===== config.mk =====
export PLATFORM = sky130hd
export DESIGN_NAME = ex_mem_skid_reg_flat
export DESIGN_NICKNAME = d
export VERILOG_FILES = /design/src/rtl/ex_mem_skid_reg_if.sv /design/src/rtl/ex_mem_skid_reg.sv /design/src/flat_wrapper.sv
export SDC_FILE = /design/constraint.sdc
export NUM_CORES = 1
export LEC_CHECK = 0
export CAP_MARGIN = 10
export CORE_AREA = 2 2 187 189
export DETAILED_ROUTE_END_ITERATION = 10
export DIE_AREA = 0 0 189 191
export PLACE_DENSITY = 0.59
export SYNTH_ARGS = -nofsm -noshare
export SYNTH_HDL_FRONTEND = slang
export SYNTH_SLANG_ARGS = --single-unit

===== constraint.sdc =====
create_clock -name clk -period 7.9 [get_ports clk]
set_clock_uncertainty 0.1 [all_clocks]
set_input_delay 2.37 -clock clk [delete_from_list [all_inputs] [get_ports clk]]
set_output_delay 2.37 -clock clk [all_outputs]
set_load 0.01 [all_outputs]

===== src/rtl/ex_mem_skid_reg_if.sv =====
// EX->MEM handshake bundle: producer-side entry fields and consumer-side registered fields.
interface ex_mem_skid_reg_if #(
  parameter int unsigned XLEN = 32,
  parameter int unsigned RAW  = 5
);
  logic            in_valid;
  logic            in_ready;
  logic [XLEN-1:0] in_alu_result;
  logic [XLEN-1:0] in_rd2;
  logic [XLEN-1:0] in_adder_out;
  logic [XLEN-1:0] in_pc_plus4;
  logic [RAW-1:0]  in_rd;

  logic            out_valid;
  logic            out_ready;
  logic [XLEN-1:0] out_alu_result;
  logic [XLEN-1:0] out_rd2;
  logic [XLEN-1:0] out_adder_out;
  logic [XLEN-1:0] out_pc_plus4;
  logic [RAW-1:0]  out_rd;

  modport slave (
    input  in_valid, in_alu_result, in_rd2, in_adder_out, in_pc_plus4, in_rd,
    output in_ready,
    output out_valid, out_alu_result, out_rd2, out_adder_out, out_pc_plus4, out_rd,
    input  out_ready
  );

  modport master (
    output in_valid, in_alu_result, in_rd2, in_adder_out, in_pc_plus4, in_rd,
    input  in_ready,
    input  out_valid, out_alu_result, out_rd2, out_adder_out, out_pc_plus4, out_rd,
    output out_ready
  );
endinterface


===== src/rtl/ex_mem_skid_reg.sv =====
// EX/MEM pipeline register with one skid entry so in_ready is fully registered,
// plus a saturating back-pressure cycle counter.
module ex_mem_skid_reg #(
  parameter int unsigned XLEN = 32,
  parameter int unsigned RAW  = 5,
  parameter int unsigned CNTW = 16
) (
  input  logic                clk,
  input  logic                rst,
  input  logic                flush,
  ex_mem_skid_reg_if.slave    bus,
  output logic [CNTW-1:0]     stall_cnt
);

  typedef struct packed {
    logic [XLEN-1:0] alu_result;
    logic [XLEN-1:0] rd2;
    logic [XLEN-1:0] adder_out;
    logic [XLEN-1:0] pc_plus4;
    logic [RAW-1:0]  rd;
  } entry_t;

  typedef enum logic [1:0] {ST_EMPTY, ST_ONE, ST_TWO} state_e;

  state_e          state_q, state_d;
  entry_t          main_q, main_d;
  entry_t          skid_q, skid_d;
  logic            in_ready_q, in_ready_d;
  logic            out_valid_q, out_valid_d;
  logic [CNTW-1:0] stall_q, stall_d;

  entry_t in_entry;
  logic   in_fire;
  logic   out_fire;

  assign in_entry = '{alu_result: bus.in_alu_result, rd2: bus.in_rd2,
                      adder_out: bus.in_adder_out, pc_plus4: bus.in_pc_plus4,
                      rd: bus.in_rd};
  assign in_fire  = bus.in_valid && in_ready_q;
  assign out_fire = out_valid_q && bus.out_ready;

  // Occupancy transitions; flush overrides everything and leaves data stale.
  always_comb begin
    state_d = state_q;
    main_d  = main_q;
    skid_d  = skid_q;
    stall_d = stall_q;

    unique case (state_q)
      ST_EMPTY: begin
        if (in_fire) begin
          main_d  = in_entry;
          state_d = ST_ONE;
        end
      end
      ST_ONE: begin
        if (in_fire && out_fire) begin
          main_d = in_entry;
        end else if (in_fire) begin
          skid_d  = in_entry;
          state_d = ST_TWO;
        end else if (out_fire) begin
          state_d = ST_EMPTY;
        end
      end
      ST_TWO: begin
        if (out_fire) begin
          main_d  = skid_q;
          state_d = ST_ONE;
        end
      end
      default: state_d = ST_EMPTY;
    endcase

    if (flush) begin
      state_d = ST_EMPTY;
      main_d  = main_q;
      skid_d  = skid_q;
    end

    if (out_valid_q && !bus.out_ready && !flush && (stall_q != {CNTW{1'b1}})) begin
      stall_d = stall_q + CNTW'(1);
    end

    in_ready_d  = (state_d != ST_TWO);
    out_valid_d = (state_d != ST_EMPTY);
  end

  always_ff @(posedge clk) begin
    if (rst) begin
      state_q     <= ST_EMPTY;
      main_q      <= '0;
      skid_q      <= '0;
      in_ready_q  <= 1'b1;
      out_valid_q <= 1'b0;
      stall_q     <= '0;
    end else begin
      state_q     <= state_d;
      main_q      <= main_d;
      skid_q      <= skid_d;
      in_ready_q  <= in_ready_d;
      out_valid_q <= out_valid_d;
      stall_q     <= stall_d;
    end
  end

  assign bus.in_ready       = in_ready_q;
  assign bus.out_valid      = out_valid_q;
  assign bus.out_alu_result = main_q.alu_result;
  assign bus.out_rd2        = main_q.rd2;
  assign bus.out_adder_out  = main_q.adder_out;
  assign bus.out_pc_plus4   = main_q.pc_plus4;
  assign bus.out_rd         = main_q.rd;
  assign stall_cnt          = stall_q;

endmodule


===== src/flat_wrapper.sv =====
// flat-port wrapper written by rule: the top's interface ports become plain ports
module ex_mem_skid_reg_flat 
#(
  parameter int unsigned XLEN = 32,
  parameter int unsigned RAW  = 5,
  parameter int unsigned CNTW = 16
)
  (clk, rst, flush, stall_cnt, bus_in_valid, bus_in_alu_result, bus_in_rd2, bus_in_adder_out, bus_in_pc_plus4, bus_in_rd, bus_in_ready, bus_out_valid, bus_out_alu_result, bus_out_rd2, bus_out_adder_out, bus_out_pc_plus4, bus_out_rd, bus_out_ready);
  ex_mem_skid_reg_if #(.XLEN(XLEN), .RAW(RAW)) bus_i ();
  input  logic clk;
  input  logic rst;
  input  logic flush;
  output logic [CNTW-1:0] stall_cnt;
  input wire logic [$bits(bus_i.in_valid)-1:0] bus_in_valid;
  input wire logic [$bits(bus_i.in_alu_result)-1:0] bus_in_alu_result;
  input wire logic [$bits(bus_i.in_rd2)-1:0] bus_in_rd2;
  input wire logic [$bits(bus_i.in_adder_out)-1:0] bus_in_adder_out;
  input wire logic [$bits(bus_i.in_pc_plus4)-1:0] bus_in_pc_plus4;
  input wire logic [$bits(bus_i.in_rd)-1:0] bus_in_rd;
  output wire logic [$bits(bus_i.in_ready)-1:0] bus_in_ready;
  output wire logic [$bits(bus_i.out_valid)-1:0] bus_out_valid;
  output wire logic [$bits(bus_i.out_alu_result)-1:0] bus_out_alu_result;
  output wire logic [$bits(bus_i.out_rd2)-1:0] bus_out_rd2;
  output wire logic [$bits(bus_i.out_adder_out)-1:0] bus_out_adder_out;
  output wire logic [$bits(bus_i.out_pc_plus4)-1:0] bus_out_pc_plus4;
  output wire logic [$bits(bus_i.out_rd)-1:0] bus_out_rd;
  input wire logic [$bits(bus_i.out_ready)-1:0] bus_out_ready;
  assign bus_i.in_valid = bus_in_valid;
  assign bus_i.in_alu_result = bus_in_alu_result;
  assign bus_i.in_rd2 = bus_in_rd2;
  assign bus_i.in_adder_out = bus_in_adder_out;
  assign bus_i.in_pc_plus4 = bus_in_pc_plus4;
  assign bus_i.in_rd = bus_in_rd;
  assign bus_in_ready = bus_i.in_ready;
  assign bus_out_valid = bus_i.out_valid;
  assign bus_out_alu_result = bus_i.out_alu_result;
  assign bus_out_rd2 = bus_i.out_rd2;
  assign bus_out_adder_out = bus_i.out_adder_out;
  assign bus_out_pc_plus4 = bus_i.out_pc_plus4;
  assign bus_out_rd = bus_i.out_rd;
  assign bus_i.out_ready = bus_out_ready;
  ex_mem_skid_reg #(.XLEN(XLEN), .RAW(RAW), .CNTW(CNTW)) u_core (.clk(clk), .rst(rst), .flush(flush), .bus(bus_i), .stall_cnt(stall_cnt));
endmodule

==> flow_summary.json <==
{
  "die_area_mm2": 0.0361,
  "synth-simple-area-share_pct": 17.5,
  "critPathKind": "in -> reg",
  "overflow": 0,
  "clock_tree.buffer_depth": 3,
  "synth-xor-area-share_pct": 0,
  "coreArea_mm2": 0.0341,
  "drv_cap": 0,
  "setup_viol": 0,
  "synthMuxAreaShare_pct": 11.7,
  "fin_area_mm2": 0.0156,
  "ios": 289,
  "grt_pass1_vias": 9461,
  "track_usage_pct": 18.2,
  "fin_nets": 1654,
  "path_cells": "clkdlybuf4s50_1 > nand3b_1 > a211oi_4 > buf_4 > buf_4 > nor3_1 > a211oi_1",
  "cp_max_fo": 82,
  "synth_area_per_cell_um2": 8.80,
  "ant_nets": 0,
  "cts_tree": "done",
  "post_drt_wl_per_cell_um": 17.2,
  "grt_pass1_wl_um": 53900,
  "dp_slack_ps": 2330,
  "synth_top_family_by_area": "simple AND/OR/NAND/NOR gates",
  "fillCellCount": 3283,
  "fp-row-count": 68,
  "start_kind": "input port",
  "hpwlAfterDp_um": 20300,
  "period_share_pct": 62.3,
  "worst_pin_slew_ps": 1070,
  "dpl_cell_area_mm2": 0.0146,
  "yosysSeqAreaShare_pct": 49.8,
  "crit_arrival_ps": 5270,
  "ctsResizeCount": 0,
  "grt_max_degree": 154,
  "start_util_pct": 33.7,
  "peakVddDrop_v": 0.000156,
  "yosys_warnings": 0,
  "dieHeight_um": 191,
  "dr.pass1.iters": 5,
  "ys_ff_latch": 286,
  "rsz0062_at_grt": "no",
  "synth_compound_area_share_pct": 16.5,
  "area_growth_syn_to_layout_pct": 36.0,
  "cts_buffers": 31,
  "whs_path_depth": 2,
  "syn_nets": 1445,
  "cts_max_level": 1,
  "crit_top_cell": "buf_4",
  "syn-instance-count": 1306,
  "synthAdderAreaFrac_pct": 0.109,
  "hold_viol_final": 0,
  "insertion_delay_ps": 550,
  "min_path_type": "reg -> reg",
  "cts_num_sinks": 286,
  "drive_above_1_share_pct": 4.22,
  "leakagePower_nw": 6.04,
  "hold_slack_ps": 351,
  "maxSlewViolCount": 0,
  "synth_area_mm2": 0.0115,
  "path_clk_slew_ps": 60,
  "finalWirelength_um": 34300,
  "cpPeakStageDelay_ps": 800,
  "slew_headroom_pct": 28.5,
  "gpl.final_weighted_congestion": 0.752,
  "tns_ps": 0,
  "drt-initial-drc-count": 486,
  "crit_path_end_kind": "flop",
  "cts_root_buf": "clkbuf_16",
  "fin_ws_ps": 2980,
  "portBuffers": 288,
  "ctsHoldBuffers": 0,
  "clock.fmax_mhz": 203,
  "vias": 10180,
  "p_total_mw": 3.40,
  "cpMaxStageDelayCell": "buf_4",
  "post-cts-setup-buffers": 0,
  "fin_crit_ps": 4920,
  "status": "complete, no violations",
  "reg2regPathDepth": 6,
  "antenna_found_initial": 2,
  "power_density_mw_per_mm2": 217,
  "routed_via_density": 5.10,
  "synth_cell_types": 39,
  "die_x_um": 189,
  "cp.required_ps": 8250,
  "drc_errors": 0
}
[critical path, delay by kind of cell]
| kind | cells | cell delay, ps |
|---|---|---|
| buffers and inverters | 3 | 1830 |
| AOI/OAI and AO/OA | 2 | 550 |
| and+or+nand+nor | 2 | 270 |
[where the power goes]
group | leakage, nW | switching, mW | total (mW) | internal, mW
combinational | 3.21 | 0.197 | 0.420 | 0.224
clock | 0.492 | 0.578 | 1.43 | 0.853
sequential | 2.33 | 0.0370 | 1.54 | 1.51
[final cells by class]
class                   instances  area [um2]  area share [%]
clock buffers                  51         921            5.89
well taps                     455         569            3.64
repair buffers                299        3010            19.2
flip-flops and latches        286        5730            36.6
diodes                          1        2.50          0.0160
inverters                       3        11.3          0.0721
multi-input cells             894        5300            33.9
clock inverters                 6        83.8           0.537
[through the flow]
stage / utilization, % / std cells
2_1_floorplan: - / 1306
3_3_place_gp: 42.8 / 1936
3_5_place_dp: 42.8 / 1936
4_1_cts: 45.8 / 1993
5_1_grt: 45.8 / 1995
6_report: 45.8 / 1995
[metal layers]
metal	global-route usage (%)	vias to the layer above	routed length [um]	part of all wire, %
li1	-	5062	-	-
met1	25.1	4847	15700	46
met2	28.3	212	15500	45
met3	4.09	57	2040	6.0
met4	5.47	2	1000	2.9
met5	0	-	13	0.038
[cell families after synthesis]
logic type,Yosys count
and+or+nand+nor,456
buffers and inverters,126
DFF,286
adders and majority gates,1
muxes,134
AOI/OAI and AO/OA,303
[sequential cells by signal (all words and copies together) (netlist names)]
name / cells
u_core.bus.in_ready: 1
u_core.bus.out_adder_out: 32
u_core.stall_cnt: 16
u_core.skid_q: 133
u_core.bus.out_valid: 1
u_core.bus.out_rd: 5
u_core.bus.out_alu_result: 32
u_core.bus.out_pc_plus4: 32
u_core.state_q: 2
u_core.bus.out_rd2: 32
[worst paths after layout]
kind / start / slack [ps] / to
max: bus_in_valid / 2980 / u_core.bus.out_rd2[26]$_SDFFE_PP0P_
min: u_core.skid_q[94]$_SDFFE_PP0P_ / 350 / u_core.skid_q[94]$_SDFFE_PP0P_
max reg2reg: u_core.state_q[1]$_SDFF_PP0_ / 4430 / u_core.bus.out_rd2[26]$_SDFFE_PP0P_
min reg2reg: u_core.skid_q[94]$_SDFFE_PP0P_ / 350 / u_core.skid_q[94]$_SDFFE_PP0P_
[cell usage after synthesis]
cell type  count  share of area, %
a211oi_1     134               8.8
a211oi_2       1              0.11
a21bo_2        1             0.087
a21boi_0       1             0.065
a21o_1         1             0.065
a21oi_1      147               6.4
and2_1         1             0.054
and3_1         1             0.054
and3b_1        1             0.076
and4_1         1             0.076
buf_1          1             0.033
buf_2         12              0.52
buf_6          1             0.098
clkbuf_1     107               3.5
clkbuf_2       2             0.087
dfxtp_1      286                50
ha_1           1              0.11
inv_1          3             0.098
mux2_2         1             0.098
mux2i_1      133                12
nand2_1      273               8.9
nand2b_1       1             0.054
nand3_1        6              0.26
nand3b_1       1             0.065
nand4_1        7              0.38
nor2_1         1             0.033
nor2b_1        1             0.054
nor3_1       138               6.0
nor3b_1        3              0.20
nor4_1         3              0.16
o21ai_0        7              0.30
o21bai_1       2              0.13
o22a_1         1             0.076
o31ai_1        7              0.46
o41ai_1        1             0.076
or2_1          1             0.054
or3_1          8              0.44
or3b_1         1             0.076
or4_1          8              0.52
[cells in the final DEF (no fill, tap or decap), drive strengths merged, types with 3 or more instances in the layout]
cell type,synthesis,final
a211oi,135,135
a21oi,147,147
buf,14,11
clkbuf,109,52
clkdlybuf4s50,0,287
clkinv,0,4
dfxtp,286,286
inv,3,3
mux2i,133,133
nand2,273,273
nand3,6,6
nand4,7,7
nor3,138,138
nor3b,3,3
nor4,3,3
o21ai,7,7
o31ai,7,7
or3,8,8
or4,8,8
(Power assumes the default switching activity.)
